==> config.mk <==
export PLATFORM = sky130hd
export DESIGN_NAME = remote_controller_flat
export DESIGN_NICKNAME = d
export VERILOG_FILES = /design/src/rtl/remote_controller_pkg.sv /design/src/rtl/remote_controller_if.sv /design/src/rtl/remote_controller_ir_sync.sv /design/src/rtl/remote_controller.sv /design/src/flat_wrapper.sv
export SDC_FILE = /design/constraint.sdc
export NUM_CORES = 1
export LEC_CHECK = 0
export ABC_AREA = 1
export BUFFER_PORTS_ARGS = -buffer_cell sky130_fd_sc_hd__buf_2
export CAP_MARGIN = 0
export CORE_MARGIN = 3
export CORE_UTILIZATION = 35
export DETAILED_ROUTE_END_ITERATION = 8
export GPL_ROUTABILITY_DRIVEN = 0
export GPL_TIMING_DRIVEN = 0
export PLACE_DENSITY = 0.55
export SYNTH_ARGS = -nofsm -noshare
export SYNTH_HDL_FRONTEND = slang
export SYNTH_HIERARCHICAL = 1
export SYNTH_SLANG_ARGS = --single-unit
==> constraint.sdc <==
create_clock -name clk -period 2.8 [get_ports clk]
set_clock_uncertainty 0.1 [all_clocks]
set_input_delay 0.42 -clock clk [delete_from_list [all_inputs] [get_ports clk]]
set_output_delay 0.42 -clock clk [all_outputs]
set_load 0.02 [all_outputs]
==> src/rtl/remote_controller_pkg.sv <==
// Shared types and frame layout for the IR remote-control frame decoder.
package remote_pkg;

  typedef enum logic [1:0] {IDLE, DATA, STOP} state_t;

  localparam int unsigned FRAME_BITS = 32;
  localparam int unsigned ADDR_LSB   = 0;
  localparam int unsigned ADDRN_LSB  = 8;
  localparam int unsigned CMD_LSB    = 16;
  localparam int unsigned CMDN_LSB   = 24;

  function automatic logic [7:0] frame_byte(input logic [FRAME_BITS-1:0] f,
                                            input int unsigned lsb);
    return f[lsb +: 8];
  endfunction

endpackage

==> src/rtl/remote_controller_if.sv <==
// Serial line in, decoded key and ready strobe out.
interface remote_controller_if;
  logic       serial;
  logic [7:0] tecla;
  logic       ready;

  modport master (output serial, input tecla, input ready);
  modport slave  (input serial, output tecla, output ready);
endinterface

==> src/rtl/remote_controller_ir_sync.sv <==
// Multi-stage synchronizer for the asynchronous, idle-high IR line.
module ir_sync #(
  parameter int unsigned STAGES = 2
) (
  input  logic clk,
  input  logic rst,
  input  logic d,
  output logic q
);
  logic [STAGES-1:0] chain;

  always_ff @(posedge clk) begin
    if (rst) chain <= '1;
    else     chain <= {chain[STAGES-2:0], d};
  end

  assign q = chain[STAGES-1];
endmodule

==> src/rtl/remote_controller.sv <==
// NEC-style IR frame decoder: start, 32 payload bits LSB first, stop; emits cmd byte.
// Optional REMOTE_ADDR_CHECK_EN also requires a matching, complemented address byte.
module remote_controller
  import remote_pkg::*;
#(
  parameter int unsigned SYNC_STAGES = 2,
  parameter logic [7:0]  DEV_ADDR    = 8'h00
) (
  input  logic                clk,
  input  logic                rst,
  remote_controller_if.slave  bus
);
  logic                  s;
  state_t                state_q, state_d;
  logic [5:0]            cnt_q;
  logic [FRAME_BITS-1:0] frame_q;
  logic [7:0]            tecla_q;
  logic                  ready_q;
  logic [7:0]            addr, addr_n, cmd, cmd_n;
  logic                  cmd_ok, addr_ok, frame_ok, load_key;

  ir_sync #(.STAGES(SYNC_STAGES)) u_sync (
    .clk (clk),
    .rst (rst),
    .d   (bus.serial),
    .q   (s)
  );

  assign addr    = frame_byte(frame_q, ADDR_LSB);
  assign addr_n  = frame_byte(frame_q, ADDRN_LSB);
  assign cmd     = frame_byte(frame_q, CMD_LSB);
  assign cmd_n   = frame_byte(frame_q, CMDN_LSB);
  assign cmd_ok  = (cmd == ~cmd_n);
  assign addr_ok = (addr == ~addr_n) && (addr == DEV_ADDR);

`ifdef REMOTE_ADDR_CHECK_EN
  assign frame_ok = cmd_ok && addr_ok;
`else
  logic unused_addr_ok;
  assign unused_addr_ok = addr_ok;
  assign frame_ok       = cmd_ok;
`endif

  always_comb begin
    state_d  = state_q;
    load_key = 1'b0;
    case (state_q)
      IDLE: if (!s) state_d = DATA;
      DATA: if (cnt_q == 6'(FRAME_BITS - 1)) state_d = STOP;
      STOP: begin
        state_d  = IDLE;
        load_key = s && frame_ok;
      end
      default: state_d = IDLE;
    endcase
  end

  // Right shift with s entering at the top: after 32 bits the first payload bit sits at bit 0.
  always_ff @(posedge clk) begin
    if (rst) begin
      state_q <= IDLE;
      cnt_q   <= '0;
      frame_q <= '0;
      tecla_q <= '0;
      ready_q <= 1'b0;
    end else begin
      state_q <= state_d;
      ready_q <= load_key;
      if (load_key) tecla_q <= cmd;
      case (state_q)
        IDLE: cnt_q <= '0;
        DATA: begin
          frame_q <= {s, frame_q[FRAME_BITS-1:1]};
          cnt_q   <= cnt_q + 6'd1;
        end
        default: ;
      endcase
    end
  end

  assign bus.tecla = tecla_q;
  assign bus.ready = ready_q;
endmodule

==> src/flat_wrapper.sv <==
// flat-port wrapper written by rule: the top's interface ports become plain ports
module remote_controller_flat import remote_pkg::*;
#(
  parameter int unsigned SYNC_STAGES = 2,
  parameter logic [7:0]  DEV_ADDR    = 8'h00
)
  (clk, rst, bus_serial, bus_tecla, bus_ready);
  remote_controller_if bus_i ();
  input  logic clk;
  input  logic rst;
  input wire logic [$bits(bus_i.serial)-1:0] bus_serial;
  output wire logic [$bits(bus_i.tecla)-1:0] bus_tecla;
  output wire logic [$bits(bus_i.ready)-1:0] bus_ready;
  assign bus_i.serial = bus_serial;
  assign bus_tecla = bus_i.tecla;
  assign bus_ready = bus_i.ready;
  remote_controller #(.SYNC_STAGES(SYNC_STAGES), .DEV_ADDR(DEV_ADDR)) u_core (.clk(clk), .rst(rst), .bus(bus_i));
endmodule
==> metrics.txt, run 1 <==
outcome finished clean; Die Height approximately 71 µm; Critical-path top delay cell dfxtp_1; DR iter-0 viols 94; DR pass1 iterations 4; GR Overflow Total 0; post-CTS sizing 0; Core Box Area roughly 4000 µm²; worst reg-to-reg setup slack approximately 1200 ps; Crit Path Class reg -> reg; drt drc 0; number of global-route vias before repair 1262; Final period util a little under three fifths; Row Count 23; worst slew pin tran around 470 ps; Buf/Inv on CP 1; CTS root buffer clkbuf_8; post-route setup TNS 0 ps; crit-path max cell delay roughly 380 ps; Routed WL 3040 µm; Max clock buf depth 2; final instance area between 1500 and 2000 µm²; critical path required time 2890 ps; Peak VDD IR around 0.26 mV; Final Slew Violations 0; Avg WL per Cell between 10 and 15 µm; hold-critical path depth 3; Syn Area/Cell slightly above 7 µm²; nets@finish approximately 230; Final Critical Period about 1600 ps; Leakage ~0.74 nW; register area share after synthesis between 40 and 50%; Hold Startpoint bus_serial; IO Count 12; worst-path cell chain nor2_1, nor2_1, nand2_1, nor2_2, buf_2, nand3_1, nand2_1, nor2_1; worst r2r src u_core/frame_q[21]; synthesized cell area ~1500 µm²; Antenna Violating Nets Remaining 0; Max-Cap Viols 0; R2R depth 8; synthesis-to-layout area growth 13.9%; WP data arrival approximately 1700 ps; CTS tree done; Ys Warns 6; crit-path max FO 10; Starting Density 36.7%; vias per inst ~4.8; Num CTS Buffers 5; Worst Hold Path EP u_core/u_sync/chain[0]; Crit. End Element register; die area slightly above 5000 µm²; port bufs 11; layout cells sized above 1 about an eighth; worst reg2reg path endpoint u_core/bus.tecla[5]; Mapped Nets 213; first-pass GRT wire length approximately 5500 µm; Yosys reg bits 35; Min Hold Slack 216 ps; Placement Cell Area between 1500 and 2000 µm²; crit-path leading delay family simple AND/OR/NAND/NOR gates; fmax 638 MHz; RSZ-0062 raised after global routing no; largest net degree at the start of global routing 11; DP HPWL 2150 µm; Rel. slew slack about 69%; htree depth 2; synth unique cells 20; Cell Pwr Density between 500 and 600 nW/µm²; overall die width 71.0 µm; clk slew on worst S/H paths ~70 ps; most frequent CP cell nor2_1; Core Util, Final between 40% and 50%; WP depth 8; final hold vios 0; antenna cells 0; Worst-Skew Late Latency 280 ps; Total GRT Usage ~14%; Post-CTS Hold Buffers 0; Vias about 1.3k; Post-CTS Setup Inserts 0; Hold Path Class in -> reg; CTS Sinks 35; initial antenna violation count 0; Cells after Synth about 210; Final setup viols 0; Worst setup SP type register
==> worst max path at each step <==
stage	startpoint	endpoint	slack, ps
3_5_place_dp	rst	u_core/frame_q[29]	1160
3_3_place_gp	rst	u_core/frame_q[29]	1150
4_1_cts	u_core/state_q[1]	u_core/frame_q[18]	1190
2_1_floorplan	u_core/frame_q[21]	u_core/bus.tecla[5]	1460
6_report	u_core/frame_q[21]	u_core/bus.tecla[5]	1230
5_1_grt	u_core/frame_q[21]	u_core/bus.tecla[6]	990
==> power breakdown <==
part | switching (mW) | total [mW] | internal (mW)
registers | 0.0146 | 0.531 | 0.517
clock network | 0.174 | 0.367 | 0.193
logic | 0.0505 | 0.0751 | 0.0246
==> cells in the mapped netlist <==
library cell  count  area (µm²)
a211oi_1          1        7.51
a21oi_1          26         130
buf_2             2        10.0
buf_6             1        11.3
clkbuf_1          3        11.3
dfxtp_1          35         701
ha_1              1        12.5
inv_1            24        90.1
inv_2             4        15.0
nand2_1          42         158
nand3_1          13        65.1
nor2_1           29         109
nor2_2            1        6.26
nor2_4            1        11.3
nor3_1            5        25.0
nor3b_1           2        15.0
o21ai_0          16        80.1
o21ai_1           1        5.00
o32ai_1           1        8.76
xor2_1            1        8.76
==> worst register-to-register path: cells and delay by family, from the launching register on <==
kind          cells  cell delay [ps]
flops             1              380
buf+inv           1              270
simple gates      7              720
==> final cells by class <==
class,count,area (µm²)
flip-flops and latches,35,701
multi-input cells,140,642
repair buffers,11,55.1
plain buffers,6,32.5
well taps,50,62.6
clock buffers,6,82.6
inverters,28,105
fillers,429,2340
clock inverters,1,5.00
==> flip-flops by register name (all words and copies together) (netlist names) <==
signal / cells
u_core/bus.ready: 1
u_core/bus.tecla: 8
u_core/cnt_q: 6
u_core/frame_q: 16
u_core/state_q: 2
u_core/u_sync/chain: 2
==> per-stage QoR <==
stage | power [mW] | instances | setup WS, ps
after global placement | 0.617 | 270 | 1150
after floorplan | 0.596 | 209 | 1460
after detailed placement | 0.617 | 270 | 1160
after CTS | 0.986 | 277 | 1190
final | 0.974 | 277 | 1230
after global routing | 1.02 | 277 | 990
==> cells by family (layout without fill, tap and decap cells) <==
family	Yosys count	after routing	share of synthesized area [%]
AOI/OAI and AO/OA	45	45	15.6
adders and majority gates	1	1	0.845
DFF	35	35	47.3
xor gates and xnor gates	1	1	0.592
and+or+nand+nor	93	93	26.3
buffers and inverters	34	52	9.30
==> placed cells by master, fill, tap and decap left out, drive strengths merged <==
master and instances:
a211oi 1, a21oi 26, buf 14, clkbuf 9
clkinv 1, dfxtp 35, ha 1, inv 28
nand2 42, nand3 13, nor2 31, nor3 5
nor3b 2, o21ai 17, o32ai 1, xor2 1
==> per-layer routing <==
metal / wire, µm / GRT usage (%) / vias up
met5: 0 / 0 / -
met4: 37 / 6.05 / 0
met3: 94 / 5.54 / 5
met2: 1380 / 21.2 / 13
met1: 1520 / 17.2 / 596
li1: - / - / 704
Note: power is estimated with default switching activity, not from simulation.
==> inputs of run 2 (changes only) <==
- PLACE_DENSITY: 0.55 -> 0.57
- clock period: 2.8 -> 1.3 ns (I/O delays scaled with it)
==> run 2 against run 1 <==
Compared with the run above:
- the flow now finishes with violations (negative setup slack)
- cell area grew 24%
- power grew to 2.6 times the previous value
- via count grew 8.3%
- clock power grew to 3.2 times the previous value
- combinational power grew to 2.9 times the previous value
- register-to-register slack lost 1300 ps
- core utilization grew 10 points
- wire length grew 19%
- non-clock buffer count grew 23
- clock-buffer cell count shrank 1
- global-route usage grew 1.5 points
==> metrics.txt, run 2 (synthesized netlist as in run 1, its figures left out) <==
Row Count 23; CTS Sinks 35; die area a little over 5000 µm²; DR iter-0 viols 63; DR pass1 iterations 4; fmax around 710 MHz; Core Util, Final 52.0%; drt drc 0; most frequent cells in the layout nand2_1 (38), a21oi_1 (25), nor2_1 (22); port bufs 11; Worst-Skew Late Latency between 200 and 300 ps; CTS tree done; Tot Pwr between 2 and 3 mW; FF/Latch Area a little over 700 µm²; synthesis-to-layout area growth 41.5%; final hold vios 0; Total GRT Usage ~15%; Crit. End Element register; first-pass GRT wire length about 6000 µm; htree depth 2; Core Box Area approximately 4000 µm²; outcome finished, violations left; IO Count 12; Vias 1428; Antenna Violating Nets Remaining 0; WP data arrival about 1500 ps; commonest non-fill, non-tap cell in the layout nand2_1; antenna cells 0; Routed WL about 3600 µm; Avg WL per Cell around 12 µm; failing checks negative setup slack; Max-Cap Viols 0; Crit Path Class reg -> reg; DP HPWL around 2300 µm; Peak VDD IR approximately 0.57 mV; overall die width a little over 70 µm; Worst setup SP type register; Final setup viols 9; Num CTS Buffers 5; worst setup margin -111 ps; vias per inst ~4.7; Final period util 109%; Starting Density between 30% and 40%; layout cells sized above 1 about 37%; crit-path max FO 6; number of global-route vias before repair 1356; worst slew pin tran approximately 460 ps; max FFs per register 16; initial antenna violation count 0; CTS root buffer clkbuf_8; most flop-heavy register u_core/frame_q; Max clock buf depth 2; fill count 386; Rel. slew slack a little under 70%; area of the multi-input gates a little under 800 µm²; Cell Pwr Density 1220 nW/µm²; largest net degree at the start of global routing 13; Final Critical Period 1410 ps; critical path required time 1390 ps; clk slew on worst S/H paths 80 ps; Die Height 71.0 µm; Final Slew Violations 0; RSZ-0062 raised after global routing yes; GR Overflow Total 0; Hold Path Class in -> reg; Leakage 0.912 nW; nets@finish 254
-- run 2: worst max-delay path: stages, from the launching register on --
cell	delay (ps)
dfxtp_1	380
nand2_2	80
nor2_4	120
nand3_2	90
nor2_4	240
buf_6	160
nand3_2	50
nand2_1	60
nor2_1	40
-- run 2: layout make-up --
| cell class | instances | share of cell area, % |
|---|---|---|
| multi-input combinational | 140 | 36.7 |
| sequential | 35 | 34.6 |
| timing repair buffer | 34 | 11.7 |
| inverter | 28 | 5.14 |
| clock buffer | 5 | 3.29 |
| clock inverter | 3 | 3.23 |
| tap | 50 | 2.99 |
| buffer | 6 | 2.33 |
-- run 2: layer usage --
layer | GRT usage (%) | part of all wire [%] | vias up
met1 | 18.8 | 47 | 659
li1 | - | - | 749
met2 | 24.9 | 48 | 15
met4 | 6.89 | 1.4 | 0
met3 | 4.26 | 3.3 | 5
met5 | 0 | 0 | -
-- run 2: repair_timing --
item	4_1_cts	5_1_grt
hold buffers	1	0
setup endpoints to repair	29	17
resized for setup	28	33
buffers inserted	10	10
pin swaps	4	21
gates cloned	2	0
hold endpoints to repair	1	0
-- run 2: worst paths after layout --
path         depth (start not counted)              startpoint  slack [ps]                      to
min                                  2                     rst          50         u_core/cnt_q[1]
min reg2reg                          2  u_core/u_sync/chain[0]         320  u_core/u_sync/chain[1]
max                                  8  u_core/u_sync/chain[1]        -110     u_core/bus.tecla[5]
max reg2reg                          8  u_core/u_sync/chain[1]        -110     u_core/bus.tecla[5]
-- run 2: power by group --
part,switching [mW],internal [mW],leakage [nW],total [mW]
sequential,0.0397,1.12,0.292,1.15
clock,0.409,0.765,0.0644,1.17
combinational,0.128,0.0928,0.556,0.221
total,0.576,1.97,0.912,2.55
-- run 2: stage by stage --
| step | hold WS, ps | TNS, ps | worst slack, ps | cell area [µm²] | instances |
|---|---|---|---|---|---|
| 2_1_floorplan | 164 | -23.6 | -11.8 | 1490 | 209 |
| 3_3_place_gp | 264 | -4870 | -281 | 1610 | 270 |
| 3_5_place_dp | 270 | -5150 | -289 | 1610 | 270 |
| 4_1_cts | 42.6 | -342 | -54.5 | 1910 | 291 |
| 5_1_grt | 55.5 | -1630 | -195 | 2090 | 301 |
| 6_report | 53.5 | -752 | -111 | 2090 | 301 |
